--- config.mk ---
export PLATFORM = sky130hd
export DESIGN_NAME = score_bcd
export DESIGN_NICKNAME = d
export VERILOG_FILES = /design/src/rtl/score_pkg.sv /design/src/rtl/score_bcd_digit_add.sv /design/src/rtl/score_bcd.sv
export SDC_FILE = /design/constraint.sdc
export NUM_CORES = 1
export LEC_CHECK = 0
export CAP_MARGIN = 10
export CORE_MARGIN = 4
export CORE_UTILIZATION = 45
export CTS_CLUSTER_DIAMETER = 60
export DETAILED_ROUTE_END_ITERATION = 7
export PLACE_DENSITY_LB_ADDON = 0.1
export SLEW_MARGIN = 20
export SYNTH_ARGS = -nofsm -noshare
export SYNTH_HDL_FRONTEND = slang
export SYNTH_SLANG_ARGS = --single-unit
--- constraint.sdc ---
create_clock -name clk -period 9.9 [get_ports clk]
set_input_delay 2.475 -clock clk [delete_from_list [all_inputs] [get_ports clk]]
set_output_delay 2.475 -clock clk [all_outputs]
set_load 0.1 [all_outputs]
--- src/rtl/score_pkg.sv ---
// Shared types and constants for the BCD score keeper.
package score_pkg;

  typedef enum logic [1:0] {
    IDLE = 2'd0,
    ADD  = 2'd1,
    UPD  = 2'd2
  } state_t;

  localparam logic [1:0] EVT_PELLET = 2'd0;
  localparam logic [1:0] EVT_POWER  = 2'd1;
  localparam logic [1:0] EVT_FRUIT  = 2'd2;
  localparam logic [1:0] EVT_GHOST  = 2'd3;

  localparam logic [15:0] BCD_MAX = 16'h9999;

endpackage

--- src/rtl/score_bcd_digit_add.sv ---
// Single-digit BCD adder with carry; reused for every digit of a score addition.
module bcd_digit_add (
  input  logic [3:0] a,
  input  logic [3:0] b,
  input  logic       cin,
  output logic [3:0] sum,
  output logic       cout
);

  logic [4:0] s;
  logic [4:0] s_adj;

  assign s     = {1'b0, a} + {1'b0, b} + {4'b0000, cin};
  assign s_adj = s - 5'd10;

  always_comb begin
    sum  = s[3:0];
    cout = 1'b0;
    if (s > 5'd9) begin
      sum  = s_adj[3:0];
      cout = 1'b1;
    end
  end

endmodule

--- src/rtl/score_bcd.sv ---
// Game score keeper: digit-serial BCD accumulation, session high score and
// display/decimal-point drive for the 7-segment scanner.
module score_bcd
  import score_pkg::*;
#(
  parameter logic [15:0] PTS_PELLET = 16'h0010,
  parameter logic [15:0] PTS_POWER  = 16'h0050,
  parameter logic [15:0] PTS_FRUIT  = 16'h0100,
  parameter logic [15:0] PTS_GHOST  = 16'h0200,
  parameter int          BLINK_W    = 24
) (
  input  logic        clk,
  input  logic        rst_n,
  input  logic        clr,
  input  logic        evt_valid,
  input  logic [1:0]  evt_code,
  output logic        evt_ready,
  input  logic        show_hi,
  output logic [15:0] disp_num,
  output logic [3:0]  dpdot
);

  state_t               state;
  state_t               state_nxt;
  logic [1:0]           k;
  logic                 carry;
  logic [15:0]          score;
  logic [15:0]          hi;
  logic                 new_hi;
  logic [15:0]          work;
  logic [15:0]          inc;
  logic [BLINK_W-1:0]   blink;
  logic                 accept;
  logic [3:0]           dig_a;
  logic [3:0]           dig_b;
  logic [3:0]           dig_sum;
  logic                 dig_cout;

  function automatic logic [15:0] pts_of(input logic [1:0] code);
    logic [15:0] p;
    case (code)
      EVT_PELLET: p = PTS_PELLET;
      EVT_POWER:  p = PTS_POWER;
      EVT_FRUIT:  p = PTS_FRUIT;
      default:    p = PTS_GHOST;
    endcase
    return p;
  endfunction

  assign accept = evt_valid & evt_ready & ~clr;

  always_ff @(posedge clk or negedge rst_n) begin
    if (!rst_n) state <= IDLE;
    else        state <= state_nxt;
  end

  always_comb begin
    state_nxt = state;
    evt_ready = 1'b0;
    case (state)
      IDLE: begin
        evt_ready = 1'b1;
        if (evt_valid) state_nxt = ADD;
      end
      ADD:     if (k == 2'd3) state_nxt = UPD;
      UPD:     state_nxt = IDLE;
      default: state_nxt = IDLE;
    endcase
    if (clr) state_nxt = IDLE;
  end

  // One digit per cycle, selected by k, through a single shared adder.
  assign dig_a = work[{k, 2'b00} +: 4];
  assign dig_b = inc[{k, 2'b00} +: 4];

  bcd_digit_add u_digit_add (
    .a    (dig_a),
    .b    (dig_b),
    .cin  (carry),
    .sum  (dig_sum),
    .cout (dig_cout)
  );

  always_ff @(posedge clk or negedge rst_n) begin
    if (!rst_n) begin
      k      <= 2'd0;
      carry  <= 1'b0;
      score  <= 16'h0000;
      hi     <= 16'h0000;
      new_hi <= 1'b0;
    end else if (clr) begin
      k      <= 2'd0;
      carry  <= 1'b0;
      score  <= 16'h0000;
      new_hi <= 1'b0;
    end else if (accept) begin
      k     <= 2'd0;
      carry <= 1'b0;
    end else if (state == ADD) begin
      k     <= k + 2'd1;
      carry <= dig_cout;
      // Top digit's sum is not yet in work, so splice it in on commit.
      if (k == 2'd3) score <= dig_cout ? BCD_MAX : {dig_sum, work[11:0]};
    end else if (state == UPD) begin
      if (score > hi) begin
        hi     <= score;
        new_hi <= 1'b1;
      end
    end
  end

  always_ff @(posedge clk) begin
    if (accept) begin
      work <= score;
      inc  <= pts_of(evt_code);
    end else if (state == ADD) begin
      work[{k, 2'b00} +: 4] <= dig_sum;
    end
  end

  always_ff @(posedge clk or negedge rst_n) begin
    if (!rst_n) blink <= '0;
    else        blink <= blink + BLINK_W'(1);
  end

  assign disp_num = show_hi ? hi : score;
  assign dpdot    = {4{new_hi & blink[BLINK_W-1]}};

endmodule

==> results of run 1 <==
## where the power goes
part           internal, W  switching (W)
clock network     0.000119       0.000130
logic            0.0000453      0.0000762
registers         0.000356     0.00000735
## worst max-delay path by stage
stage,cells past startpoint,end,startpoint
after detailed placement,3,disp_num[15],show_hi
after global routing,3,disp_num[7],show_hi
after global placement,3,disp_num[10],show_hi
final,3,disp_num[15],show_hi
after floorplan,3,disp_num[0],show_hi
after CTS,3,disp_num[15],show_hi
## worst max-delay path: stages
cell,delay (ns)
clkdlybuf4s50_1,0.94
mux2_2,0.29
clkdlybuf4s50_1,1.13
## stage by stage
stage | worst slack [ns] | power [W] | hold WS, ns
after floorplan | 2.38 | 0.000456 | 0.437
after global placement | 2.63 | 0.000491 | 0.455
after detailed placement | 2.55 | 0.000493 | 0.455
after CTS | 2.54 | 0.000742 | 0.474
after global routing | 2.46 | 0.000771 | 0.499
final | 2.58 | 0.000733 | 0.469
## per-layer routing
layer,up-vias,wire length [µm],global-route usage [%]
met3,8,288,2.71
met1,1398,4400,24.6
met2,37,3880,25.3
li1,1420,-,-
met4,0,82,5.48
met5,-,0,0
## cells in the mapped netlist, types with 4 or more instances
cell / n / area [µm²]
nand3_1: 13 / 65.1
nand4_1: 8 / 50.1
a221o_1: 7 / 70.1
nor3_1: 4 / 20.0
nand2_1: 31 / 116
clkbuf_1: 5 / 18.8
xnor2_1: 16 / 140
and3_1: 7 / 43.8
nor2b_1: 4 / 25.0
a21o_1: 5 / 37.5
mux2i_1: 4 / 40.0
inv_1: 27 / 101
a21oi_1: 6 / 30.0
edfxtp_1: 20 / 601
a22o_1: 8 / 70.1
o21ai_0: 21 / 105
buf_4: 4 / 30.0
mux2_2: 31 / 349
mux4_2: 4 / 90.1
xor2_1: 8 / 70.1
and2_1: 7 / 43.8
nor2_1: 15 / 56.3
dfrtp_1: 62 / 1550
ha_1: 25 / 313
## cell type report
type,instances,area [µm²],share of cell area [%]
Sequential cell,82,2150,43.3
Multi-Input combinational cell,255,2050,41.2
Timing Repair Buffer,30,288,5.79
Tap cell,129,161,3.25
Clock buffer,9,124,2.49
Inverter,30,118,2.37
Clock inverter,7,77.6,1.56
## cell families after synthesis
family / after synthesis / synth area share, %
AOI/OAI and AO/OA: 65 / 10.6
xor gates and xnor gates: 24 / 4.80
adders and majority gates: 27 / 8.05
buffers and inverters: 43 / 4.23
DFF: 82 / 49.1
muxes: 40 / 11.3
and+or+nand+nor: 99 / 11.9
## flip-flops by register name (all words and copies together) (netlist names)
name and cells:
state 2, new_hi 1, blink 24, inc 4, work 16, score 16, carry 1, k 2
hi 16
==> flow_metrics.env, run 1 <==
export IMPL_tightest_slew_ns=0.985
export IMPL_dp_cells=526
export IMPL_status="completed"
export IMPL_antenna_cells=0
export IMPL_core_area_um2=9370
export IMPL_reg2reg_depth=15
export IMPL_clk_latency_ns=0.35
export IMPL_hold_end="blink[15]"
export IMPL_ir_drop_v=0.0000578
export IMPL_grt_max_degree=63
export IMPL_root_buffer="clkbuf_8"
export IMPL_place_area_um2=4770
export IMPL_initial_utilization_pct=46.7
export IMPL_drt_wl_total_um=8650
export IMPL_cp_data_required_time_ns=7.43
export IMPL_clock_skew_ns=0.0131
export IMPL_endpoint_kind="output port"
export IMPL_cts_sinks=82
export IMPL_hp_class="flop to flop"
export IMPL_min_from="blink[15]"
export IMPL_leakagePower_nw=2.21
export IMPL_synth_area_per_cell_um2=11.5
export IMPL_grt_usage_pct=16.8
export IMPL_powerDensity_nw_per_um2=148
export IMPL_clock_fmax_ghz=0.137
export IMPL_synth_cell_area_um2=4380
export IMPL_cts_resized=0
export IMPL_htreeDepth=3
export IMPL_ys_seq_area_share_pct=49.1
export IMPL_ant_nets=0
export IMPL_syn_to_final_growth_pct=13.5
export IMPL_instances_no_fill=542
export IMPL_drive_above_1_share_pct=16.9
export IMPL_final_cell_mix="62 x dfrtp_1, 31 x mux2_2, 31 x nand2_1, 27 x inv_1, 26 x clkdlybuf4s50_1"
export IMPL_drt_iter0_markers=136
export IMPL_vias=2863
export IMPL_setup_violations=0
export IMPL_first_global_vias=2915
export IMPL_synth_cells=380
export IMPL_synth_edff_count=20
export IMPL_cts_setup_buffers=0
export IMPL_r2r_start="k[0]"
export IMPL_hold_buffers=0
export IMPL_syn_nets=414
export IMPL_postSynth_asyncResetShare_pct=75.6
export IMPL_cts_tree="yes"
export IMPL_antenna_found_initial=0
export IMPL_final_hold_viol_count=0
export IMPL_clkSlewWorstSetupHoldPaths_ns=0.10
export IMPL_crit_type="input pin to output port"
export IMPL_io_pins=28
export IMPL_min_path_cells=1
export IMPL_fp_dieH_um=107
export IMPL_fin_crit_sh_pct=73.9
export IMPL_cts_buffer_depth=2
export IMPL_rows=35
export IMPL_dr_pass1_iters=4
export IMPL_ys_ff_latch=82
export IMPL_ys_warn_count=0
export IMPL_ys_flop_type="dfrtp_1"
export IMPL_post_route_util_pct=53.0
export IMPL_rsz0062_at_grt="false"
export IMPL_grt_pass1_wl_um=15000
export IMPL_finalWeightedCongestion=0.767
export IMPL_numCtsBuffers=9
export IMPL_slew_headroom_pct=34.1
export IMPL_dp_hpwl_um=6280
export IMPL_fin_area_um2=4970
export IMPL_fin_nets=442
export IMPL_dieArea_um2=11400
export IMPL_setup_tns_ns=0
export IMPL_finalMaxSlewViolations=0
export IMPL_cp_max_fo=17
export IMPL_worstPathArrival_ns=4.84
export IMPL_drc_errors=0
export IMPL_die_w_um=107
export IMPL_wl_per_cell_um=16.0
export IMPL_overflow=0
export IMPL_nFillCells=864
export IMPL_maxCapViolCount=0
export IMPL_synth_distinct_cells=50
export IMPL_mostFrequentLayoutCell="dfrtp_1"
export IMPL_r2r_setup_slack_ns=5.78
export IMPL_fin_crit_ns=7.32
export IMPL_crit_path_start_kind="input pin"
export IMPL_viasPerCell=5.28
export IMPL_port_buffer_count=27
export IMPL_r2r_end="work[13]"
(Power assumes the default switching activity.)
==> run 2: changes to the inputs <==
==> constraint.sdc (replaced) <==
create_clock -name clk -period 6.79 [get_ports clk]
set_input_delay 1.6975 -clock clk [delete_from_list [all_inputs] [get_ports clk]]
set_output_delay 1.6975 -clock clk [all_outputs]
set_load 0.1 [all_outputs]
==> run 2 against run 1 <==
Effect of this change:
- total power increased by 45%
- via count decreased by 0.42%
- combinational power increased by 44%
- sequential share of layout area increased by 0.23 points
- wire length decreased by 2.3%
- hold slack improved by 0.0048 ns
- sequential power increased by 46%
- non-clock buffer count unchanged
- register-to-register slack got worse by 3.1 ns
- critical path type unchanged
- largest cell class unchanged
- largest power group unchanged
==> flow_metrics.env, run 2 (synthesis gave the netlist of run 1 again) <==
export IMPL_port_buffer_count=27
export IMPL_grt_use_met2_pct=24.7
export IMPL_clkPwrFrac_pct=33.5
export IMPL_fin_area_um2=4940
export IMPL_endpoint="disp_num[6]"
export IMPL_ant_nets=0
export IMPL_switchingPower_w=0.000290
export IMPL_cp_max_fo=17
export IMPL_first_global_vias=2890
export IMPL_clkSlewWorstSetupHoldPaths_ns=0.08
export IMPL_multi_input_area_um2=2060
export IMPL_cp_data_required_time_ns=5.09
export IMPL_syn_to_final_growth_pct=12.9
export IMPL_fp_dieH_um=107
export IMPL_register_area_um2=2150
export IMPL_mostFrequentLayoutCell="dfrtp_1"
export IMPL_io_pins=28
export IMPL_cts_setup_buffers=0
export IMPL_fin_crit_sh_pct=73.9
export IMPL_htreeDepth=3
export IMPL_fin_nets=442
export IMPL_cts_buffer_depth=2
export IMPL_worstPathArrival_ns=3.32
export IMPL_crit_type="input pin to output port"
export IMPL_use_met1_pct=23.2
export IMPL_clock_skew_ns=0.0134
export IMPL_regMostFlops="blink"
export IMPL_core_area_um2=9370
export IMPL_leakagePower_nw=2.25
export IMPL_wl_per_cell_um=15.6
export IMPL_worstSetupStartpoint="show_hi"
export IMPL_vias=2851
export IMPL_final_cell_mix="62 x dfrtp_1, 31 x mux2_2, 31 x nand2_1, 27 x inv_1, 25 x ha_1"
export IMPL_rows=35
export IMPL_dp_cells=526
export IMPL_finalWeightedCongestion=0.787
export IMPL_switching_share_pct=27.4
export IMPL_dr_pass1_iters=4
export IMPL_drt_iter0_markers=188
export IMPL_reg2reg_depth=15
export IMPL_viasPerCell=5.27
export IMPL_numCtsBuffers=9
export IMPL_drc_errors=0
export IMPL_instances_no_fill=541
export IMPL_ir_drop_v=0.0000863
export IMPL_drive_above_1_share_pct=20.6
export IMPL_die_w_um=107
export IMPL_slew_headroom_pct=34.8
export IMPL_fin_crit_ns=5.02
export IMPL_combPwrFrac_pct=16.6
export IMPL_clock_fmax_ghz=0.199
export IMPL_dieArea_um2=11400
export IMPL_r2r_setup_slack_ns=2.73
export IMPL_initial_utilization_pct=46.7
export IMPL_drt_wl_total_um=8450
export IMPL_overflow=0
export IMPL_status="completed"
export IMPL_cts_resized=0
export IMPL_cts_sinks=82
export IMPL_final_hold_viol_count=0
export IMPL_tightest_slew_ns=0.975
export IMPL_crit_path_start_kind="input pin"
export IMPL_place_area_um2=4730
export IMPL_antenna_cells=0
export IMPL_endpoint_kind="output port"
export IMPL_grt_max_degree=63
export IMPL_grtUsageMet3_pct=3.37
export IMPL_grt_pass1_wl_um=14500
export IMPL_r2r_start="k[0]"
export IMPL_antenna_found_initial=0
export IMPL_setup_violations=0
export IMPL_largest_reg_flops=24
export IMPL_r2r_end="work[5]"
export IMPL_dp_hpwl_um=6240
export IMPL_powerDensity_nw_per_um2=214
export IMPL_clk_latency_ns=0.35
export IMPL_seq_power_share_pct=50.0
export IMPL_cts_tree="yes"
export IMPL_finalMaxSlewViolations=0
export IMPL_root_buffer="clkbuf_8"
export IMPL_p_int_w=0.000770
export IMPL_nFillCells=858
export IMPL_grt_usage_pct=16.0
export IMPL_hold_buffers=0
export IMPL_hp_class="flop to flop"
export IMPL_setup_tns_ns=0
export IMPL_grt_busiest_layer="met2"
export IMPL_maxCapViolCount=0
export IMPL_rsz0062_at_grt="false"
==> run 2: changes by cell type in the layout (fill, tap and decap cells not counted), sizes merged <==
cell,change
clkbuf,+3
clkdlybuf4s50,-16
inv,-2
bufinv,-1
clkinvlp,-1
buf,+16
==> run 2: cell type report <==
type                       instances  share of cell area (%)
inverter                          30                    2.38
clock inverter                     3                   0.380
timing repair buffer              30                    5.01
multi-input combinational        255                    41.6
sequential                        82                    43.5
tap                              129                    3.27
clock buffer                      12                    3.80
==> run 2: worst min path at each step <==
stage	start	endpoint	slack, ns	cells past startpoint
after CTS	blink[9]	blink[9]	0.48	1
after global routing	blink[15]	blink[15]	0.49	1
after detailed placement	blink[9]	blink[9]	0.46	1
final	blink[9]	blink[9]	0.47	1
after global placement	blink[9]	blink[9]	0.46	1
after floorplan	blink[15]	blink[15]	0.44	1
==> run 2: power groups by stage <==
stage	Sequential [W]	Combinational, W	Clock [W]
finish	0.000529	0.000176	0.000355
global route	0.000531	0.000195	0.000389
CTS	0.000529	0.000178	0.000364
detailed placement	0.000540	0.000177	0
global placement	0.000540	0.000176	0
floorplan	0.000534	0.000131	0
==> run 2: layer usage <==
metal	up-vias	part of all wire [%]
li1	1418	-
met1	1374	51
met2	49	43
met3	10	4.1
met5	-	0
met4	0	1.3
==> run 2: critical path, stage by stage <==
cell and delay (ns):
clkdlybuf4s50_1 0.96, mux2_2 0.42, buf_4 0.23
==> run 2: metrics by stage <==
stage / utilization (%) / hold WS [ns] / setup WS, ns / total power [W]
final: 52.8 / 0.474 / 1.77 / 0.00106
after global placement: 50.5 / 0.457 / 1.84 / 0.000715
after global routing: 52.8 / 0.486 / 1.69 / 0.00112
after floorplan: - / 0.437 / 0.827 / 0.000665
after detailed placement: 50.5 / 0.457 / 1.76 / 0.000717
after CTS: 52.7 / 0.475 / 1.75 / 0.00107
==> run 3: changes to the inputs <==
==> constraint.sdc (replaced) <==
create_clock -name clk -period 4.5 [get_ports clk]
set_input_delay 1.125 -clock clk [delete_from_list [all_inputs] [get_ports clk]]
set_output_delay 1.125 -clock clk [all_outputs]
set_load 0.1 [all_outputs]
==> run 3 against run 2 <==
Effect of this change:
- clock power up 54%
- final cell count up 0.18%
- die area unchanged
- first-iteration DRC count down 48%
- critical path depth up 12
- core utilization up 2.0 points
- cell area up 3.8%
- hold slack worse by 0.0086 ns
- sequential power up 51%
- worst setup slack worse by 1.3 ns
- clock skew down 0.0013 ns
- sequential cell count unchanged
==> flow_metrics.env, run 3 (synthesis gave the netlist of run 1 again) <==
export IMPL_fp_dieH_um=107
export IMPL_final_hold_viol_count=0
export IMPL_grt_usage_pct=16.8
export IMPL_r2r_start="k[0]"
export IMPL_drt_iter0_markers=97
export IMPL_cts_sinks=82
export IMPL_r2r_setup_slack_ns=0.46
export IMPL_crit_type="flop to flop"
export IMPL_ir_drop_v=0.000204
export IMPL_power_w=0.00162
export IMPL_dp_hpwl_um=6530
export IMPL_fin_crit_sh_pct=89.8
export IMPL_worstSetupStartpoint="k[0]"
export IMPL_slew_headroom_pct=35.1
export IMPL_viasPerCell=5.33
export IMPL_multi_input_area_um2=2050
export IMPL_first_global_vias=2961
export IMPL_drc_errors=0
export IMPL_grt_max_degree=44
export IMPL_tightest_slew_ns=0.970
export IMPL_setup_violations=0
export IMPL_clock_skew_ns=0.0121
export IMPL_fin_area_um2=5130
export IMPL_clk_latency_ns=0.35
export IMPL_hold_end="blink[23]"
export IMPL_fin_crit_ns=4.04
export IMPL_place_area_um2=4930
export IMPL_vias=2889
export IMPL_cp_max_fo=13
export IMPL_initial_utilization_pct=46.7
export IMPL_clkSlewWorstSetupHoldPaths_ns=0.09
export IMPL_r2r_end="work[13]"
export IMPL_port_buffer_count=27
export IMPL_grt_pass1_wl_um=15000
export IMPL_leakagePower_nw=2.29
export IMPL_hp_class="flop to flop"
export IMPL_finalWeightedCongestion=0.841
export IMPL_reg2reg_depth=15
export IMPL_crit_path_start_kind="flop"
export IMPL_rows=35
export IMPL_io_pins=28
export IMPL_drt_wl_total_um=8770
export IMPL_final_cell_mix="62 x dfrtp_1, 31 x mux2_2, 31 x nand2_1, 27 x inv_1, 25 x ha_1"
export IMPL_hold_buffers=0
export IMPL_regMostFlops="blink"
export IMPL_drive_above_1_share_pct=20.8
export IMPL_nFillCells=819
export IMPL_core_area_um2=9370
export IMPL_ant_nets=0
export IMPL_finalMaxSlewViolations=0
export IMPL_clock_fmax_ghz=0.247
export IMPL_min_path_cells=1
export IMPL_dr_pass1_iters=4
export IMPL_syn_to_final_growth_pct=17.2
export IMPL_cts_buffer_depth=2
export IMPL_worstPathArrival_ns=4.14
export IMPL_cts_setup_buffers=0
export IMPL_overflow=0
export IMPL_root_buffer="clkbuf_8"
export IMPL_htreeDepth=3
export IMPL_die_w_um=107
export IMPL_register_area_um2=2150
export IMPL_numCtsBuffers=9
export IMPL_cts_tree="yes"
export IMPL_cts_resized=0
export IMPL_dieArea_um2=11400
export IMPL_antenna_cells=0
export IMPL_status="completed"
export IMPL_wl_per_cell_um=16.2
export IMPL_mostFrequentLayoutCell="dfrtp_1"
export IMPL_powerDensity_nw_per_um2=315
export IMPL_antenna_found_initial=0
export IMPL_maxCapViolCount=0
export IMPL_cp_data_required_time_ns=4.60
export IMPL_endpoint_kind="flop"
export IMPL_setup_tns_ns=0
export IMPL_fin_nets=442
export IMPL_rsz0062_at_grt="false"
export IMPL_largest_reg_flops=24
export IMPL_min_from="blink[23]"
[run 3: layer usage]
metal	track usage [%]	vias up	share of wire, %
met5	0	-	0
met1	23.7	1413	49
met2	26.8	51	46
met4	4.11	0	1.1
met3	3.25	8	3.6
li1	-	1417	-
[run 3: worst max-delay path by stage]
stage,to,slack (ns),cells past startpoint
floorplan,disp_num[0],0.44,3
global placement,work[13],0.47,15
detailed placement,work[13],0.46,15
CTS,work[13],0.45,15
global route,work[13],0.21,15
finish,work[13],0.46,15
[run 3: cell type report]
type / instances / area share [%]
flip-flops and latches: 82 / 41.9
multi-input cells: 255 / 39.9
repair buffers: 30 / 8.73
well taps: 129 / 3.14
clock buffers: 10 / 2.68
inverters: 30 / 2.29
clock inverters: 6 / 1.29
[run 3: power by group]
group,internal [W],switching (W),total [W],leakage [nW]
clock network,0.000273,0.000275,0.000547,0.106
registers,0.000783,0.0000167,0.000800,1.04
logic,0.000103,0.000168,0.000271,1.14
total,0.00116,0.000459,0.00162,2.29
[run 3: critical path: stages (launching register included)]
cell and delay [ns]:
dfrtp_1 0.68, mux4_2 0.57, inv_1 0.10, fa_1 0.17, inv_1 0.07, fa_1 0.42
xor2_1 0.27, inv_2 0.09, ha_1 0.23, and2_1 0.16, a31oi_1 0.14, a21o_1 0.16
mux2_4 0.21, inv_6 0.05, ha_1 0.35, o21ai_0 0.11
[run 3: per-stage QoR]
| step | cells | setup WS [ns] | hold WS (ns) | utilization [%] |
|---|---|---|---|---|
| floorplan | 380 | 0.440 | 0.437 | - |
| global placement | 526 | 0.468 | 0.455 | 52.6 |
| detailed placement | 526 | 0.462 | 0.459 | 52.6 |
| CTS | 542 | 0.447 | 0.472 | 54.8 |
| global route | 542 | 0.210 | 0.497 | 54.8 |
| finish | 542 | 0.457 | 0.465 | 54.8 |
